===== src/rtl/gamma_wave_scheduler.sv =====
// Gamma-cycle wave sequencer for the two-network multiplexed TNN column.
// Frames each wave (grst, cycle_counter, alt_grst) and arbitrates the column between two volley requesters.
module gamma_wave_scheduler #(
    parameter int GAMMA_CYCLE_LENGTH = 18,
    parameter int CW                 = $clog2(GAMMA_CYCLE_LENGTH),
    parameter int WCNT_W             = 16
) (
    input  logic              clk,
    input  logic              rstb,
    input  logic              enable,
    input  logic [1:0]        req,
    input  logic              ctx_lock,
    input  logic              ctx_sel,
    output logic [1:0]        ack,
    output logic              grst,
    output logic              alt_grst,
    output logic [CW-1:0]     cycle_counter,
    output logic              busy,
    output logic              wave_done,
    output logic              done_ctx,
    output logic [WCNT_W-1:0] wave_cnt0,
    output logic [WCNT_W-1:0] wave_cnt1,
    output logic [1:0]        dbg_state
);

    typedef enum logic [1:0] {
        ST_IDLE = 2'd0,
        ST_GRST = 2'd1,
        ST_RUN  = 2'd2
    } state_t;

    localparam logic [CW-1:0]     LAST = CW'(GAMMA_CYCLE_LENGTH - 1);
    localparam logic [CW-1:0]     CONE = CW'(1);
    localparam logic [WCNT_W-1:0] WONE = WCNT_W'(1);

    // Handshake: req[c] is held high by the requester until it sees the 1-cycle ack[c];
    // the acked requester drives its volley during the wave that ack opens.
    state_t              state_q, state_d;
    logic [1:0]          ack_q, ack_d;
    logic                grst_q, grst_d;
    logic                alt_q, alt_d;
    logic [CW-1:0]       cnt_q, cnt_d;
    logic                busy_q, busy_d;
    logic                wave_done_q, wave_done_d;
    logic                done_ctx_q, done_ctx_d;
    logic [WCNT_W-1:0]   wcnt0_q, wcnt0_d;
    logic [WCNT_W-1:0]   wcnt1_q, wcnt1_d;
    logic                rr_q, rr_d;

    logic [1:0]          eligible;
    logic                decide;
    logic                grant;
    logic                gnt_ctx;

    always_ff @(posedge clk) begin
        if (rstb) begin
            state_q     <= ST_IDLE;
            ack_q       <= 2'b00;
            grst_q      <= 1'b0;
            alt_q       <= 1'b0;
            cnt_q       <= '0;
            busy_q      <= 1'b0;
            wave_done_q <= 1'b0;
            done_ctx_q  <= 1'b0;
            wcnt0_q     <= '0;
            wcnt1_q     <= '0;
            rr_q        <= 1'b0;
        end else begin
            state_q     <= state_d;
            ack_q       <= ack_d;
            grst_q      <= grst_d;
            alt_q       <= alt_d;
            cnt_q       <= cnt_d;
            busy_q      <= busy_d;
            wave_done_q <= wave_done_d;
            done_ctx_q  <= done_ctx_d;
            wcnt0_q     <= wcnt0_d;
            wcnt1_q     <= wcnt1_d;
            rr_q        <= rr_d;
        end
    end

    // Arbitration: a lock restricts eligibility to ctx_sel and leaves the RR pointer alone.
    always_comb begin
        eligible = ctx_lock ? (req & (ctx_sel ? 2'b10 : 2'b01)) : req;
        if (ctx_lock) begin
            gnt_ctx = ctx_sel;
        end else if (&eligible) begin
            gnt_ctx = rr_q;
        end else begin
            gnt_ctx = eligible[1];
        end
        decide = (state_q == ST_IDLE) || ((state_q == ST_RUN) && (cnt_q == LAST));
        grant  = decide && enable && (|eligible);
    end

    always_comb begin
        state_d     = state_q;
        ack_d       = 2'b00;
        grst_d      = 1'b0;
        alt_d       = alt_q;
        cnt_d       = cnt_q;
        done_ctx_d  = done_ctx_q;
        wcnt0_d     = wcnt0_q;
        wcnt1_d     = wcnt1_q;
        rr_d        = rr_q;

        case (state_q)
            ST_IDLE: begin
                cnt_d = '0;
            end
            ST_GRST: begin
                state_d = ST_RUN;
                cnt_d   = cnt_q + CONE;
            end
            ST_RUN: begin
                if (cnt_q == LAST) begin
                    if (alt_q) begin
                        wcnt1_d = wcnt1_q + WONE;
                    end else begin
                        wcnt0_d = wcnt0_q + WONE;
                    end
                    state_d = ST_IDLE;
                    cnt_d   = '0;
                end else begin
                    cnt_d = cnt_q + CONE;
                end
            end
            default: begin
                state_d = ST_IDLE;
                cnt_d   = '0;
            end
        endcase

        // A grant on the final RUN cycle overrides the return to IDLE: back-to-back waves.
        if (grant) begin
            state_d = ST_GRST;
            cnt_d   = '0;
            grst_d  = 1'b1;
            ack_d   = gnt_ctx ? 2'b10 : 2'b01;
            alt_d   = gnt_ctx;
            if (!ctx_lock) begin
                rr_d = ~gnt_ctx;
            end
        end

        wave_done_d = (state_d == ST_RUN) && (cnt_d == LAST);
        if (wave_done_d) begin
            done_ctx_d = alt_d;
        end
        busy_d = (state_d != ST_IDLE);
    end

    assign ack           = ack_q;
    assign grst          = grst_q;
    assign alt_grst      = alt_q;
    assign cycle_counter = cnt_q;
    assign busy          = busy_q;
    assign wave_done     = wave_done_q;
    assign done_ctx      = done_ctx_q;
    assign wave_cnt0     = wcnt0_q;
    assign wave_cnt1     = wcnt1_q;
    assign dbg_state     = state_q;

endmodule


===== config.mk =====
export PLATFORM = sky130hd
export DESIGN_NAME = gamma_wave_scheduler
export DESIGN_NICKNAME = d
export VERILOG_FILES = /design/src/rtl/gamma_wave_scheduler.sv
export SDC_FILE = /design/constraint.sdc
export NUM_CORES = 1
export LEC_CHECK = 0
export CORE_UTILIZATION = 46
export CTS_CLUSTER_DIAMETER = 50
export CTS_CLUSTER_SIZE = 28
export DETAILED_ROUTE_END_ITERATION = 7
export PLACE_DENSITY = 0.79
export SLEW_MARGIN = 10
export SYNTH_ARGS = -nofsm -noshare
export SYNTH_HDL_FRONTEND = slang
export SYNTH_SLANG_ARGS = --single-unit

===== constraint.sdc =====
create_clock -name clk -period 4.6 [get_ports clk]
set_input_delay 1.38 -clock clk [delete_from_list [all_inputs] [get_ports clk]]
set_output_delay 1.38 -clock clk [all_outputs]
set_load 0.02 [all_outputs]

# --- After elaboration in Yosys (flattened, before gate mapping) ---
# Index checks and enable logic that the tools add are counted.
word_totals:
  regBits: 47
  inputBits: 7
  output_inout_bits: 46
  wordCells: 50
op_classes:
  addsub: 3
  n_eq_ne: 5
  mux: 13
  bitwise: 5
  reduce_logical: 13
op_table:
  columns: ["operator", "count"]
  rows:
  - ["adder 16 x 1 -> 16 bit, second input constant", 2]
  - ["== test 5 bit, second input constant", 2]
  - ["two-way mux 2 bit", 5]
  - ["two-way mux 5 bit", 2]
  - ["one-hot mux 5 bit (2 select lines)", 1]
  - ["one-hot mux 2 bit (3 select lines)", 1]
  - ["AND reduction 3 bit", 2]
  - ["adder 5 x 1 -> 5 bit, second input constant", 1]
  - ["== test 2 bit, second input constant", 2]
  - ["logical AND 1 bit", 4]
  - ["two-way mux 1 bit", 4]
  - ["inverter 1 bit", 4]
  - ["AND reduction 2 bit", 2]
  - ["OR reduction 2 bit", 2]
  - ["bitwise AND 2 bit", 1]
  - ["== test 2 x 1 -> 1 bit, second input constant", 1]
  - ["zero test 2 bit", 1]
  - ["nonzero test 2 bit", 1]
  - ["logical OR 1 bit", 1]

# --- Longest topological paths before layout ---
# Gate-level depths: netlist of the first run.
depth:
  depth_word: 8
  ltp_mapped: 9
  mapped_depth_nobuf: 7

# --- Worst setup path after synthesis of the first run ---
# Ideal clock, no wire load.
synth_path:
  path_kind: "input to register"
  from: "in req[0]"
  to: "reg cnt_q[2], in the netlist cycle_counter[2]"
  setup_time_ns: 0.065
  t_arrival_ns: 2.393
  required_time_ns: 4.535
  slack_ns: 2.142
  path_stages: 5
  path_buffers: 0
  cell_sequence: "nand2b_1 o221ai_1 nor2_1 or3_1 nor2_1"
synth_via:
  elab_chain_len: 5
synth_rtl:
  columns: ["item", "line_no", "text"]
  rows:
  - ["start, declared", "11", "input logic [1:0] req,"]
  - ["bitwise AND 2 bit", "85", "eligible = ctx_lock ? (req & (ctx_sel ? 2'b10 : 2'b01)) : req;"]
  - ["two-way mux 2 bit (*)", "85", null]
  - ["OR reduction 2 bit (*)", "94", "grant = decide && enable && (|eligible);"]
  - ["logical AND 1 bit (*)", "94", null]
  - ["two-way mux 5 bit (*)", "136", "if (grant) begin"]
  - ["end signal, assigned", "73", "cnt_q <= cnt_d;"]
  - ["end, declared", "42", "logic [CW-1:0] cnt_q, cnt_d;"]
# Every way passes the cells marked *; elsewhere a longest branch is shown, timed or not.
# A chain may end at the register's enable or synchronous reset.

# --- Final worst setup path of the first run ---
layout_path:
  from: "reg alt_q, in the netlist alt_grst"
  to: "out alt_grst"
layout_rtl:
  columns: ["item", "line_no", "text"]
  rows:
  - ["start, declared", "41", "logic alt_q, alt_d;"]
  - ["start signal, assigned", "72", "alt_q <= alt_d;"]
  - ["end, declared", "16", "output logic alt_grst,"]
# No word-level cell between the ends.

==> results of run 1 <==
==> Yosys cell counts, types with 6 or more instances <==
library cell	count	area share, %
a21oi_1	12	2.8
nand4_1	6	1.7
inv_1	14	2.4
o21ai_0	12	2.8
ha_1	8	4.6
dfxtp_1	47	44
xor2_1	6	2.4
nand3_1	12	2.8
nor3_1	17	3.9
or3_1	10	2.9
xnor2_1	19	7.7
nand2_1	11	1.9
nor2_1	36	6.3
==> path summary, 6_finish.rpt <==
kind / endpoint / cells after the start / start / slack [ns]
worst max register to register: wave_cnt0[15] / 7 / dbg_state[0] / 2.40
worst min-delay path: done_ctx / 2 / done_ctx / 0.48
worst max-delay path: alt_grst / 1 / alt_grst / 1.70
worst min register to register: done_ctx / 2 / done_ctx / 0.48
==> where the power goes <==
group	total (W)	internal [W]	switching [W]
logic	0.0000529	0.0000233	0.0000296
clock network	0.000310	0.000165	0.000145
registers	0.000418	0.000412	0.00000608
total	0.000781	0.000600	0.000181
==> layer usage <==
layer	vias up	GRT usage, %	wire length, µm
li1	947	-	-
met1	837	22.8	2040
met2	42	30.2	2000
met3	5	3.75	191
met4	0	6.80	57
met5	-	0	0
==> cell type report <==
cell class | count | area (µm²)
sequential | 47 | 941
timing repair buffer | 53 | 528
clock inverter | 3 | 47.5
tap | 52 | 65.1
clock buffer | 5 | 68.8
inverter | 14 | 52.6
fill | 389 | 1620
multi-input combinational | 178 | 1120
==> cells in the final DEF (no fill, tap or decap), types with 2 or more instances in the layout <==
cell and instances:
a21oi_1 12, and2_1 2, and4_1 2, clkbuf_8 5, clkdlybuf4s50_1 52, dfxtp_1 47
ha_1 8, inv_1 14, mux2i_1 4, nand2_1 11, nand2b_1 4, nand3_1 12
nand4_1 6, nor2_1 36, nor3_1 17, nor4_1 3, o21ai_0 12, or3_1 10
xnor2_1 19, xor2_1 6
==> state kept, by name, indices dropped and copies added, names as in the netlist <==
name           flops
wave_cnt0         16
wave_cnt1         16
cycle_counter      5
ack                2
dbg_state          2
alt_grst           1
busy               1
done_ctx           1
grst               1
rr_q               1
wave_done          1
==> kinds of logic (layout without fill, tap and decap cells) <==
logic type	Yosys count	count (layout)	synth area share, %
xor+xnor	25	25	10.1
mux	4	4	1.86
compound gates	28	28	7.07
simple gates	113	113	28.4
buf+inv	22	75	4.29
fa+ha+maj	8	8	4.64
flops	47	47	43.6
==> through the flow <==
step	utilization [%]	instance area [µm²]	power [W]	std cells	setup slack, ns
after floorplan	-	2160	0.000457	247	2.14
after global placement	61.0	2710	0.000480	344	1.54
after detailed placement	61.0	2710	0.000480	344	1.49
after CTS	63.6	2830	0.000788	352	1.69
after global routing	63.6	2830	0.000808	352	1.64
final	63.6	2830	0.000781	352	1.70
==> impl_metrics.tcl, run 1 <==
set metrics [dict create \
    via_count 1831 \
    clk_pin_slew_worst_paths_ns 0.10 \
    period_share_pct 63.1 \
    io_buffers 52 \
    synth_seq_cells 47 \
    fp.dieW_um 70.5 \
    critPathMaxStageDelay_ns 0.68 \
    hpwl_mm 3.05 \
    yosysWarnings 0 \
    htree_levels 2 \
    die_h_um 70.5 \
    ys.flop_type "dfxtp_1" \
    required_ns 3.22 \
    n_antenna_cell 0 \
    worstSetupPathType "flip-flop to primary output" \
    cts-hold-fix-buffers 0 \
    setup-tns-final_ns 0 \
    drt_pass1_iterations 6 \
    worstPathArrival_ns 1.52 \
    area_growth_pct 31.0 \
    cp_top_family "buffers and inverters" \
    finalClockSkew_ns 0.0129 \
    min_period_ns 2.90 \
    status "finished with violations" \
    vdd_drop_max_v 0.000222 \
    setup_viol 0 \
    initial_utilization_pct 48.6 \
    worstSkewPairLatency_ns 0.30 \
    violations "DRC" \
    synth.cell_area_mm2 0.00216 \
    crit_fanout 9 \
    crit_slowest_cell "clkdlybuf4s50_1" \
    crit_buf_inv 1 \
    cp-start-kind "flip-flop" \
    ant_nets 0 \
    worst_pin_slew_ns 0.459 \
    numCtsBuffers 5 \
    gp_congestion 0.722 \
    seq_area_frac_synth_pct 43.6 \
    ios 53 \
    grt_pass1_wl_mm 7.20 \
    grt_pass1_vias 1637 \
    coreArea_mm2 0.00444 \
    rows 24 \
    cts-resized-gates 0 \
    holdWs_ns 0.481 \
    syn_avg_cell_area_um2 8.74 \
    synth_cells 247 \
    maxCapViolations 0 \
    finalHoldViolCount 0 \
    min_path_type "flip-flop to flip-flop" \
    crit_path_end_kind "primary output" \
    grt_max_degree 42 \
    grt_usage_pct 18.0 \
    slew_headroom_pct 69.2 \
    drc 6 \
    cellPowerDensity_mw_per_mm2 276 \
    die_area_mm2 0.00497 \
    antenna_found_initial 0 \
    drtIter0Drc 138 \
    worstPathCellList "clkdlybuf4s50_1" \
    maxSlewViolCount 0 \
    synth_edf_count 0 \
    avgViaCountPerCell 5.20 \
    grt_overflow 0 \
    nets 314 \
    rsz0062_at_grt "false" \
    cts_setup_buffers 0 \
    cts_max_path_buffers 2 \
    synth_cell_types 36 \
    drive_above_1_share_pct 4.67 \
    async_reset_ff_share_pct 0 \
    drt_wl_total_mm 4.29 \
    max_clock_freq_mhz 344 \
    ctsRootBufferMaster "clkbuf_8" \
    post_drt_wl_per_cell_um 12.2 \
    clkSinkCount 47 \
    cts_tree "built" \
    synthesis.nets 262 \
    p_leak_nw 0.963 \
]
(Power assumes the default switching activity.)
==> run 2: changes to the inputs <==
Clock period 4.6 ns to 3 ns, I/O delays scaled along.
==> run 2 against run 1 <==
  * The flow still finishes with violations (DRC)
  * Core utilization is the same
  * Sequential power grew 53%
  * Critical path type unchanged
  * Routed wire length grew 1.4%
  * Design area is the same
  * Clock-buffer cell count is the same
  * First-iteration DRC count shrank 30%
  * Sequential share of layout area is the same
==> impl_metrics.tcl, run 2 (synthesis gave the netlist of run 1 again) <==
set metrics [dict create \
    n_fill_cell 379 \
    post_drt_wl_per_cell_um 12.4 \
    drtIter0Drc 96 \
    hold_depth 2 \
    via_count 1850 \
    drc 7 \
    coreArea_mm2 0.00444 \
    die_h_um 70.5 \
    cts_tree "built" \
    grt_pass1_vias 1639 \
    critPathMaxStageDelay_ns 0.68 \
    crit_slowest_cell "clkdlybuf4s50_1" \
    initial_utilization_pct 48.6 \
    p_leak_nw 0.963 \
    top_layer "met4" \
    clk_pin_slew_worst_paths_ns 0.10 \
    rsz0062_at_grt "false" \
    vdd_drop_max_v 0.000279 \
    fp.dieW_um 70.5 \
    min_path_type "flip-flop to flip-flop" \
    place_inst 344 \
    cts-resized-gates 0 \
    worstSkewPairLatency_ns 0.30 \
    worstSetupPathType "flip-flop to primary output" \
    setup-tns-final_ns 0 \
    dr_wl_met2_mm 2.08 \
    crit_buf_inv 1 \
    drive_above_1_share_pct 4.67 \
    ctsRootBufferMaster "clkbuf_8" \
    avgViaCountPerCell 5.26 \
    r2r-start "dbg_state[0]" \
    r2r_slack_ns 0.80 \
    maxSlewViolCount 0 \
    n_antenna_cell 0 \
    layout_commonest_cell "clkdlybuf4s50_1" \
    setup_viol 0 \
    antenna_found_initial 0 \
    route.layer.met1.wl_mm 2.01 \
    htree_levels 2 \
    clkSinkCount 47 \
    crit_path_end_kind "primary output" \
    min_to "done_ctx" \
    maxCapViolations 0 \
    numCtsBuffers 5 \
    max_clock_freq_mhz 413 \
    io_buffers 52 \
    finalHoldViolCount 0 \
    crit_cells 1 \
    gp_congestion 0.722 \
    cellPowerDensity_mw_per_mm2 424 \
    worstPathCellList "clkdlybuf4s50_1" \
    worstPathArrival_ns 1.52 \
    min_period_ns 2.42 \
    status "finished with violations" \
    cts_max_path_buffers 2 \
    crit_fanout 9 \
    violations "DRC" \
    grt_max_degree 42 \
    worst_pin_slew_ns 0.456 \
    cts-hold-fix-buffers 0 \
    die_area_mm2 0.00497 \
    area_growth_pct 31.0 \
    rows 24 \
    worstReg2RegEnd "wave_cnt0[15]" \
    hpwl_mm 3.08 \
    cp-start-kind "flip-flop" \
    ant_nets 0 \
    layout_common_cells "clkdlybuf4s50_1, dfxtp_1, nor2_1" \
    cts_setup_buffers 0 \
    dr_wl_met3_um 215 \
    grt_usage_pct 18.2 \
    stdcell_count 352 \
    slew_headroom_pct 69.4 \
    cp_top_family "buffers and inverters" \
    drt_pass1_iterations 6 \
    r2r_cells 7 \
    drt_wl_total_mm 4.35 \
    nets 314 \
    finalClockSkew_ns 0.00820 \
    grt_pass1_wl_mm 7.24 \
    grt_overflow 0 \
    ios 53 \
    required_ns 2.10 \
    worstHoldStart "done_ctx" \
    period_share_pct 80.8 \
]
==> run 2: per-stage QoR <==
stage | instance area [µm²] | utilization (%) | total power [W] | setup WS, ns | hold slack, ns
floorplan | 2160 | - | 0.000701 | 0.903 | 0.455
global placement | 2710 | 61.0 | 0.000736 | 0.422 | 0.466
detailed placement | 2710 | 61.0 | 0.000736 | 0.386 | 0.472
CTS | 2830 | 63.6 | 0.00121 | 0.574 | 0.487
global route | 2830 | 63.6 | 0.00124 | 0.529 | 0.517
finish | 2830 | 63.6 | 0.00120 | 0.577 | 0.480
==> run 2: layout make-up <==
type	count	area, µm²	area share, %
Multi-Input combinational cell	178	1120	39.8
Sequential cell	47	941	33.3
Timing Repair Buffer	53	528	18.7
Clock buffer	5	68.8	2.43
Tap cell	52	65.1	2.30
Inverter	14	52.6	1.86
Clock inverter	3	47.5	1.68
==> run 2: worst register-to-register path: stages, from the launching register on <==
cell     delay, ns
dfxtp_1       0.39
inv_1         0.12
ha_1          0.33
inv_1         0.12
or4_4         0.63
nor4_4        0.30
xnor2_1       0.14
nor2_1        0.05
==> run 2: worst max path at each step <==
stage	from	endpoint
2_1_floorplan	dbg_state[0]	wave_cnt0[15]
4_1_cts	alt_grst	alt_grst
5_1_grt	ctx_lock	cycle_counter[2]
6_report	alt_grst	alt_grst
3_3_place_gp	ctx_lock	cycle_counter[4]
3_5_place_dp	ctx_lock	cycle_counter[2]
==> run 2: power by group <==
| group | switching (W) | total (W) | leakage [nW] | internal, W |
|---|---|---|---|---|
| Clock | 0.000224 | 0.000476 | 0.0587 | 0.000253 |
| Sequential | 0.00000920 | 0.000641 | 0.380 | 0.000631 |
| Combinational | 0.0000453 | 0.0000808 | 0.524 | 0.0000356 |
==> run 2: metal layers <==
layer | track usage [%] | up-vias
li1 | - | 944
met1 | 22.5 | 854
met2 | 31.1 | 45
met3 | 5.05 | 7
met4 | 5.44 | 0
met5 | 0 | -
==> run 3: changes to the inputs <==
Clock period 3 ns to 2.5 ns, I/O delays scaled along.
==> run 3 against run 2 <==
  * The run still ends with DRC left
  * Global-route usage grew 0.42 points
  * Register-to-register slack worse by 0.37 ns
  * Worst setup slack got worse by 0.27 ns
  * Sequential share of layout area is 0.059 points lower
  * Combinational power rose by 30%
  * Hold slack gained 0.0093 ns
  * Sequential power grew 20%
==> impl_metrics.tcl, run 3 (synthesis gave the netlist of run 1 again) <==
set metrics [dict create \
    grt_overflow 0 \
    min_to "done_ctx" \
    rsz0062_at_grt "false" \
    n_antenna_cell 0 \
    design_area_mm2 0.00283 \
    antenna_found_initial 0 \
    cp_top_family "buffers and inverters" \
    drt_wl_total_mm 4.30 \
    grt_pass1_vias 1703 \
    min_path_type "flip-flop to flip-flop" \
    ios 53 \
    pwr-share-comb_pct 7.7 \
    area_growth_pct 31.2 \
    finalHoldViolCount 0 \
    drive_above_1_share_pct 5.61 \
    cts_tree "built" \
    nets 317 \
    initial_utilization_pct 48.6 \
    cts_setup_buffers 0 \
    r2r_slack_ns 0.43 \
    numCtsBuffers 5 \
    rows 24 \
    grt_pass1_wl_mm 7.45 \
    p_int_w 0.00103 \
    p_clk_share_pct 35.5 \
    hold_depth 2 \
    clkSinkCount 47 \
    power_frac_seq_pct 56.8 \
    maxSlewViolCount 0 \
    worstSetupPathType "flip-flop to primary output" \
    clk_pin_slew_worst_paths_ns 0.08 \
    worstReg2RegEnd "wave_cnt1[15]" \
    min_period_ns 2.19 \
    switching_share_pct 23.6 \
    cts_max_path_buffers 2 \
    slew_headroom_pct 69.4 \
    r2r-start "cycle_counter[0]" \
    drtIter0Drc 90 \
    ant_nets 0 \
    crit_buf_inv 1 \
    gp_congestion 0.751 \
    hpwl_mm 3.13 \
    htree_levels 2 \
    grt_max_degree 42 \
    worstSkewPairLatency_ns 0.30 \
    setup-tns-final_ns 0 \
    switchingPower_w 0.000319 \
    critPathMaxStageDelay_ns 0.67 \
    finalClockSkew_ns 0.00822 \
    avgViaCountPerCell 5.16 \
    grt_usage_pct 18.6 \
    crit_path_end_kind "primary output" \
    ctsRootBufferMaster "clkbuf_8" \
    cellPowerDensity_mw_per_mm2 476 \
    layout_common_cells "clkdlybuf4s50_1, dfxtp_1, nor2_1" \
    setup_viol 0 \
    required_ns 1.75 \
    crit_fanout 8 \
    fp.dieW_um 70.5 \
    die_h_um 70.5 \
    r2r_cells 6 \
    drc 7 \
    via_count 1833 \
    vdd_drop_max_v 0.000378 \
    period_share_pct 87.8 \
    fin_ws_ns 0.306 \
    cts-resized-gates 0 \
    die_area_mm2 0.00497 \
    dr_wl_met3_um 177 \
    crit_slowest_cell "clkdlybuf4s50_1" \
    status "finished with violations" \
    layout_commonest_cell "clkdlybuf4s50_1" \
    drt_pass1_iterations 8 \
    p_total_w 0.00135 \
    cts-hold-fix-buffers 0 \
    worstPathCellList "clkdlybuf4s50_1" \
    maxCapViolations 0 \
    io_buffers 52 \
    p_leak_nw 0.967 \
    violations "DRC" \
    worstPathArrival_ns 1.44 \
    dr_wl_met2_mm 1.98 \
    top_layer "met4" \
    worst_pin_slew_ns 0.455 \
    worstHoldStart "done_ctx" \
    cp-start-kind "flip-flop" \
    post_dp_cell_area_mm2 0.00273 \
    coreArea_mm2 0.00444 \
    post_drt_wl_per_cell_um 12.1 \
    route.layer.met1.wl_mm 2.06 \
    max_clock_freq_mhz 456 \
    dpl_worst_slack_ns 0.0557 \
]
run 3: power by group through the flow:
stage,logic (W),registers (W),clock network [W]
CTS,0.000106,0.000766,0.000493
global route,0.000116,0.000767,0.000523
floorplan,0.0000472,0.000794,0
detailed placement,0.000105,0.000783,0
finish,0.000105,0.000766,0.000479
global placement,0.000105,0.000784,0
run 3: cell type report:
class                      count  area [µm²]
timing repair buffer          56         551
fill                         378        1610
inverter                      14        52.6
clock buffer                   6        82.6
multi-input combinational    178        1120
tap                           52        65.1
clock inverter                 2        16.3
sequential                    47         941
run 3: worst max path at each step:
stage	depth (start not counted)	endpoint	slack [ns]	startpoint
3_3_place_gp	6	cycle_counter[3]	0.09	ctx_lock
2_1_floorplan	9	wave_cnt0[15]	0.40	dbg_state[0]
4_1_cts	1	dbg_state[0]	0.30	dbg_state[0]
5_1_grt	6	wave_cnt1[6]	0.24	cycle_counter[0]
3_5_place_dp	6	cycle_counter[2]	0.06	ctx_lock
6_report	1	dbg_state[0]	0.31	dbg_state[0]
run 3: stage by stage:
stage	hold WS, ns	util [%]	instances
floorplan	0.455	-	247
finish	0.490	63.7	355
global placement	0.469	61.5	347
detailed placement	0.480	61.5	347
global route	0.532	63.7	355
CTS	0.494	63.7	355
run 3: worst min-delay path, delay by kind of cell, from the launching register on:
family	cells	cell delay, ns
DFF	1	0.32
and+or+nand+nor	1	0.07
muxes	1	0.06
run 3: metal layers:
metal  up-vias  global-route usage (%)
met4         0                    8.39
met5         -                       0
met3         9                    3.75
met2        38                    30.9
met1       837                    23.5
li1        949                       -
